## config.mk

```make
export PLATFORM = sky130hd
export DESIGN_NAME = switch_send_queue_flat
export DESIGN_NICKNAME = d
export VERILOG_FILES = /design/src/rtl/switch_pkg.sv /design/src/rtl/switch_send_queue_if.sv /design/src/rtl/switch_fifo_mem.sv /design/src/rtl/switch_send_queue.sv /design/src/flat_wrapper.sv
export SDC_FILE = /design/constraint.sdc
export NUM_CORES = 1
export LEC_CHECK = 0
export ABC_CLOCK_PERIOD_IN_PS = 7500
export CAP_MARGIN = 10
export CORE_MARGIN = 2
export CORE_UTILIZATION = 45
export DETAILED_ROUTE_END_ITERATION = 10
export PLACE_DENSITY_LB_ADDON = 0.12
export SLEW_MARGIN = 15
export SYNTH_ARGS = -nofsm -noshare
export SYNTH_HDL_FRONTEND = slang
export SYNTH_HIERARCHICAL = 1
export SYNTH_SLANG_ARGS = --single-unit
```

## constraint.sdc

```tcl
create_clock -name clock -period 7.5 [get_ports clock]
set_clock_uncertainty 0.15 [all_clocks]
set_input_delay 0.75 -clock clock [delete_from_list [all_inputs] [get_ports clock]]
set_output_delay 0.75 -clock clock [all_outputs]
set_load 0.005 [all_outputs]
```

## src/rtl/switch_pkg.sv

```systemverilog
// ---------------------------------------------------------------------------
// switch_pkg
// Types and constants shared by the Switch, the per-core send queue and the
// receive-side blocks.
//   WIDTH          : elements per vector message
//   CORE_SIZE      : number of cores attached to the Switch
//   CORE_ADDR_SIZE : width of a destination core index
//   vec_t          : WIDTH single-precision elements, each held as its
//                    IEEE-754 bit pattern (element 0 in the low 32 bits)
//   msg_t          : {destination core index, payload}
// ---------------------------------------------------------------------------
package switch_pkg;

    localparam int WIDTH          = 2;
    localparam int CORE_SIZE      = 3;
    localparam int CORE_ADDR_SIZE = (CORE_SIZE > 1) ? $clog2(CORE_SIZE) : 1;

    // One shortreal element is carried as its raw 32-bit encoding so that the
    // payload can live in plain flops / RAM and cross module ports unchanged.
    typedef logic [31:0] f32_bits_t;
    typedef logic [WIDTH-1:0][31:0] vec_t;
    typedef logic [CORE_ADDR_SIZE-1:0] core_idx_t;

    typedef struct packed {
        core_idx_t core_idx;
        vec_t      data;
    } msg_t;

    // Occupancy counter width for a FIFO of the given depth (0..depth).
    function automatic int cnt_size(input int depth);
        return $clog2(depth + 1);
    endfunction

endpackage

```

## src/rtl/switch_send_queue_if.sv

```systemverilog
// ---------------------------------------------------------------------------
// switch_send_queue_if
// Bundles the core-side enqueue port and the Switch-side send port of one
// per-core send queue.
//   enq_valid/enq_core_idx/enq_data : core offers a message
//   enq_ready                       : queue has room (count < DEPTH)
//   count                           : current occupancy
//   send_ready/send_core_idx/send_data : head entry presented to the Switch
//   send_ok                         : Switch accepted the head this cycle
// Modports:
//   slave  : the queue itself
//   master : the core + Switch side that drives enq_* and send_ok
// ---------------------------------------------------------------------------
interface switch_send_queue_if
    import switch_pkg::*;
#(
    parameter int DEPTH = 4
) ();

    localparam int CNT_SIZE = cnt_size(DEPTH);

    logic                enq_valid;
    core_idx_t           enq_core_idx;
    vec_t                enq_data;
    logic                enq_ready;
    logic [CNT_SIZE-1:0] count;

    logic                send_ready;
    core_idx_t           send_core_idx;
    vec_t                send_data;
    logic                send_ok;

    modport slave (
        input  enq_valid, enq_core_idx, enq_data, send_ok,
        output enq_ready, count, send_ready, send_core_idx, send_data
    );

    modport master (
        output enq_valid, enq_core_idx, enq_data, send_ok,
        input  enq_ready, count, send_ready, send_core_idx, send_data
    );

endinterface

```

## src/rtl/switch_fifo_mem.sv

```systemverilog
// ---------------------------------------------------------------------------
// switch_fifo_mem
// DEPTH x msg_t storage for the send queue: one synchronous write port and
// one asynchronous read port (the head entry must be visible in the same
// cycle the pointer moves onto it).
//   clock   : write clock
//   wr_en   : write wr_data into mem[wr_addr] on posedge
//   wr_addr : write index
//   wr_data : message to store
//   rd_addr : read index
//   rd_data : mem[rd_addr], combinational
// ---------------------------------------------------------------------------
module switch_fifo_mem
    import switch_pkg::*;
#(
    parameter int DEPTH = 4,
    localparam int PTR_W = $clog2(DEPTH)
) (
    input  logic             clock,
    input  logic             wr_en,
    input  logic [PTR_W-1:0] wr_addr,
    input  msg_t             wr_data,
    input  logic [PTR_W-1:0] rd_addr,
    output msg_t             rd_data
);

    msg_t mem [DEPTH];

    // Storage carries no reset; validity is tracked by the owner's count.
    always_ff @(posedge clock) begin
        if (wr_en) begin
            mem[wr_addr] <= wr_data;
        end
    end

    assign rd_data = mem[rd_addr];

endmodule

```

## src/rtl/switch_send_queue.sv

```systemverilog
// ---------------------------------------------------------------------------
// switch_send_queue
// Per-core outbound message queue in front of the Switch send port. Messages
// from the core are buffered in a DEPTH-entry FIFO and the head entry is
// offered to the Switch with the send_ready/send_ok handshake, so the core
// only stalls when the queue is full.
//   clock : single clock, all state updates on posedge
//   reset : synchronous, active-high
//   q     : switch_send_queue_if.slave (enqueue + send ports, count)
//   sent_total, stall_cycles : saturating statistics counters, present only
//                              when SWITCH_SEND_QUEUE_STATS_EN is defined
// Notes:
//   - No full-bypass: a push offered while full is dropped even if the head
//     pops in the same cycle.
//   - No empty-bypass: a push is visible on send_* only after its edge.
//   - send_core_idx/send_data read as zero while the queue is empty.
// ---------------------------------------------------------------------------
module switch_send_queue
    import switch_pkg::*;
#(
    parameter int DEPTH = 4
) (
    input  logic                clock,
    input  logic                reset,
    switch_send_queue_if.slave  q
`ifdef SWITCH_SEND_QUEUE_STATS_EN
    ,
    output logic [31:0]         sent_total,
    output logic [31:0]         stall_cycles
`endif
);

    localparam int PTR_W    = $clog2(DEPTH);
    localparam int CNT_SIZE = cnt_size(DEPTH);

    logic [PTR_W-1:0]    head_reg, head_next;
    logic [PTR_W-1:0]    tail_reg, tail_next;
    logic [CNT_SIZE-1:0] count_reg, count_next;

    logic push;
    logic pop;
    logic not_empty;
    logic not_full;
    msg_t wr_msg;
    msg_t head_msg;

    assign not_empty = (count_reg != '0);
    assign not_full  = (count_reg != CNT_SIZE'(DEPTH));

    // The full check uses the registered count only, which is what keeps a
    // same-cycle pop from letting a push in when full.
    assign push = q.enq_valid && not_full;
    assign pop  = not_empty && q.send_ok;

    assign wr_msg.core_idx = q.enq_core_idx;
    assign wr_msg.data     = q.enq_data;

    switch_fifo_mem #(
        .DEPTH (DEPTH)
    ) u_mem (
        .clock   (clock),
        .wr_en   (push && !reset),
        .wr_addr (tail_reg),
        .wr_data (wr_msg),
        .rd_addr (head_reg),
        .rd_data (head_msg)
    );

    // Pointers wrap naturally because DEPTH is a power of two.
    always_comb begin
        head_next  = head_reg;
        tail_next  = tail_reg;
        count_next = count_reg;
        if (push) begin
            tail_next = tail_reg + PTR_W'(1);
        end
        if (pop) begin
            head_next = head_reg + PTR_W'(1);
        end
        case ({push, pop})
            2'b10:   count_next = count_reg + CNT_SIZE'(1);
            2'b01:   count_next = count_reg - CNT_SIZE'(1);
            default: count_next = count_reg;
        endcase
    end

    always_ff @(posedge clock) begin
        if (reset) begin
            head_reg  <= '0;
            tail_reg  <= '0;
            count_reg <= '0;
        end else begin
            head_reg  <= head_next;
            tail_reg  <= tail_next;
            count_reg <= count_next;
        end
    end

    assign q.enq_ready     = not_full;
    assign q.count         = count_reg;
    assign q.send_ready    = not_empty;
    // Mask stale RAM contents so an empty queue presents all-zero outputs.
    assign q.send_core_idx = not_empty ? head_msg.core_idx : '0;
    assign q.send_data     = not_empty ? head_msg.data     : '0;

`ifdef SWITCH_SEND_QUEUE_STATS_EN
    logic [31:0] sent_total_reg,   sent_total_next;
    logic [31:0] stall_cycles_reg, stall_cycles_next;

    always_comb begin
        sent_total_next   = sent_total_reg;
        stall_cycles_next = stall_cycles_reg;
        if (pop && (sent_total_reg != 32'hFFFF_FFFF)) begin
            sent_total_next = sent_total_reg + 32'd1;
        end
        // Head is waiting on the Switch this cycle.
        if (not_empty && !q.send_ok && (stall_cycles_reg != 32'hFFFF_FFFF)) begin
            stall_cycles_next = stall_cycles_reg + 32'd1;
        end
    end

    always_ff @(posedge clock) begin
        if (reset) begin
            sent_total_reg   <= '0;
            stall_cycles_reg <= '0;
        end else begin
            sent_total_reg   <= sent_total_next;
            stall_cycles_reg <= stall_cycles_next;
        end
    end

    assign sent_total   = sent_total_reg;
    assign stall_cycles = stall_cycles_reg;
`endif

endmodule

```

## src/flat_wrapper.sv

```systemverilog
// flat-port wrapper written by rule: the top's interface ports become plain ports
module switch_send_queue_flat import switch_pkg::*;
#(
    parameter int DEPTH = 4
)
  (clock, reset, q_enq_valid, q_enq_core_idx, q_enq_data, q_send_ok, q_enq_ready, q_count, q_send_ready, q_send_core_idx, q_send_data);
  switch_send_queue_if #(.DEPTH(DEPTH)) q_i ();
  input  logic clock;
  input  logic reset;
  input wire logic [$bits(q_i.enq_valid)-1:0] q_enq_valid;
  input wire logic [$bits(q_i.enq_core_idx)-1:0] q_enq_core_idx;
  input wire logic [$bits(q_i.enq_data)-1:0] q_enq_data;
  input wire logic [$bits(q_i.send_ok)-1:0] q_send_ok;
  output wire logic [$bits(q_i.enq_ready)-1:0] q_enq_ready;
  output wire logic [$bits(q_i.count)-1:0] q_count;
  output wire logic [$bits(q_i.send_ready)-1:0] q_send_ready;
  output wire logic [$bits(q_i.send_core_idx)-1:0] q_send_core_idx;
  output wire logic [$bits(q_i.send_data)-1:0] q_send_data;
  assign q_i.enq_valid = q_enq_valid;
  assign q_i.enq_core_idx = q_enq_core_idx;
  assign q_i.enq_data = q_enq_data;
  assign q_i.send_ok = q_send_ok;
  assign q_enq_ready = q_i.enq_ready;
  assign q_count = q_i.count;
  assign q_send_ready = q_i.send_ready;
  assign q_send_core_idx = q_i.send_core_idx;
  assign q_send_data = q_i.send_data;
  switch_send_queue #(.DEPTH(DEPTH)) u_core (.clock(clock), .reset(reset), .q(q_i));
endmodule
```

==> impl_metrics.tcl <==
set metrics [dict create \
    outcome "finished, final reports clean" \
    ys_types 28 \
    power_switching_uw 1060 \
    place_congestion 0.758 \
    p_leak_uw 0.00412 \
    area_growth_pct 25.6 \
    whs_path_depth 2 \
    grt_max_degree 68 \
    design.core.area_um2 22600 \
    die_area_um2 24300 \
    numCtsBuffers 27 \
    async_flop_share_pct 0 \
    dp_cells 870 \
    place_area_um2 12000 \
    antenna_found_initial 0 \
    p_comb_share_pct 26.1 \
    start_util_pct 45.8 \
    ys_ff_latch 271 \
    cts-root-buf "clkbuf_16" \
    grt-ovfl-total 0 \
    irDropWorstVdd_v 0.000191 \
    synth_edf_count 264 \
    period_share_pct 56.0 \
    grt_pass1_wl_mm 29.6 \
    final-max-slew-violation-count 0 \
    cts_hold_buf 0 \
    cp-end-kind "primary output" \
    num_antenna_cells 0 \
    final_cells 919 \
    max_freq_mhz 238 \
    first_pass_iters 4 \
    wire_per_inst_um 20.8 \
    worstMarginPinSlew_ns 1.11 \
    largest_reg_flops 264 \
    seqPwrFrac_pct 41.3 \
    clkTransAtPathRegs_ns 0.06 \
    drc 0 \
    io_pins 141 \
    syn_area_um2 10400 \
    internal_power_uw 3400 \
    rsz0062_at_grt "false" \
    clk_latency_ns 0.51 \
    cts.sinks 271 \
    stdcell_area_um2 13000 \
    ff2ff_path_depth 5 \
    cp.required_ns 6.60 \
    grt_usage_pct 16.0 \
    hold_path.startpoint "u_core/q.count[2]" \
    grt_pass1_vias 5329 \
    power_density_nw_per_um2 342 \
    utilization_pct 57.5 \
    critPathArrivalTime_ns 3.30 \
    ctsResizeCount 0 \
    rrSetupSlack_ns 4.36 \
    hold_viol 0 \
    power_frac_clock_pct 32.6 \
    postRouteAntennaNets 0 \
    die_w_um 156 \
    cts_buffer_depth 3 \
    cap_violations 0 \
    postSynthAreaPerCell_um2 22.4 \
    syn_nets 535 \
    min_delay_worst_endpoint "u_core/q.count[2]" \
    hold_class "reg -> reg" \
    ys_seq_area_share_pct 77.8 \
    vias_per_cell 5.28 \
    cts_tree "done" \
    yosys.area.top_type "edfxtp_1" \
    hpwlAfterDp_mm 10.6 \
    routed_wl_mm 19.2 \
    drt_iter0_drc 219 \
    syn_inst 463 \
    crit_fanout 36 \
    reg2reg_to "u_core/u_mem/mem[0][42]" \
    die_y_um 156 \
    setup-violations-final 0 \
    yosys-top-cells-area "edfxtp_1 (76%), mux4_2 (14%), and2_1 (4.0%)" \
    slew_headroom_pct 26.2 \
    io_buffers 140 \
    drive_gt1_share_pct 20.0 \
    min_period_ns 4.20 \
    start_kind "flip-flop" \
    synth_top_area_share_pct 76.4 \
    path_class "reg -> out" \
    startpoint "u_core/head_reg[0]" \
    vias 4851 \
    p_sw_share_pct 23.8 \
    htreeDepth 1 \
    nNetsFinal 686 \
    synth_ff_type "edfxtp_1" \
    rows 55 \
    cts_setup_buffers 0 \
    fin_tns_setup_ns 0 \
    timing.rr.start "u_core/q.count[0]" \
    synth-warning-count 6 \
]
cell families (layout without fill, tap and decap cells):
logic type               after synthesis  in the layout  synth area share (%)
adder cells (fa/ha/maj)                2              2                 0.314
multiplexers                          68             68                  14.6
AND/OR/NAND/NOR                       88             88                  5.18
XOR/XNOR                               3              3                 0.253
AO/OA/AOI/OAI                          5              5                 0.314
buffers and inverters                 26            197                  1.59
flip-flops                           271            271                  77.8
cell usage after synthesis (all sizes together), types with 3 or more instances:
cell      n
mux4     66
edfxtp  264
nor2      8
buf      15
and2     67
inv       3
dfxtp     7
xor2      3
clkbuf    8
through the flow:
stage / hold WS (ns) / setup WS, ns / total power [uW]
floorplan: 0.349 / 0.809 / 2470
global placement: 0.370 / 3.64 / 3070
detailed placement: 0.384 / 3.57 / 3080
CTS: 0.395 / 3.15 / 4550
global route: 0.452 / 3.01 / 4680
finish: 0.400 / 3.30 / 4460
worst max-delay path by stage:
stage                                   end  slack (ns)  cells past startpoint
global route                q_send_data[57]        3.01                      4
CTS                          q_send_data[1]        3.15                      4
floorplan            u_core/u_mem/mem[0][0]        0.81                      3
finish                      q_send_data[57]        3.30                      4
detailed placement  u_core/u_mem/mem[0][40]        3.57                      4
global placement    u_core/u_mem/mem[0][41]        3.64                      4
final cells by class:
class,count,area [um^2]
fillers,1713,9620
flip-flops and latches,271,8080
multi-input cells,166,2160
repair buffers,145,1440
clock buffers,34,732
well taps,285,357
clock inverters,15,255
inverters,3,11.3
routing by layer:
| layer | wire length, um | share of wire, % | GRT usage (%) |
|---|---|---|---|
| met1 | 7740 | 40 | 20.1 |
| met2 | 10000 | 52 | 28.4 |
| met3 | 926 | 4.8 | 3.50 |
| met4 | 455 | 2.4 | 4.28 |
| met5 | 0 | 0 | 0 |
cell usage in the layout (no fill, tap or decap), types with 2 or more instances in the layout:
cell and instances:
a21oi_1 2, and2_1 66, and3b_4 2, buf_4 5, bufinv_16 7, clkbuf_1 4
clkbuf_16 27, clkbuf_8 3, clkdlybuf4s50_1 140, clkinv_2 5, dfxtp_1 5, dfxtp_4 2
edfxtp_1 264, inv_1 3, mux2_2 2, mux4_2 66, nand3_1 2, nor2_1 8
nor2b_1 2, xor2_1 3
critical path: stages (launching register included):
cell and delay, ns:
dfxtp_4 0.81, buf_4 0.71, mux4_2 0.59, and2_1 0.15, clkdlybuf4s50_1 0.50
power groups by stage:
stage	sequential, uW	combinational, uW	clock, uW
final	1840	1160	1460
after CTS	1850	1200	1500
after global placement	1880	1200	0
after detailed placement	1880	1200	0
after floorplan	1810	657	0
after global routing	1860	1270	1550
Power figures use the tool's default switching activity.
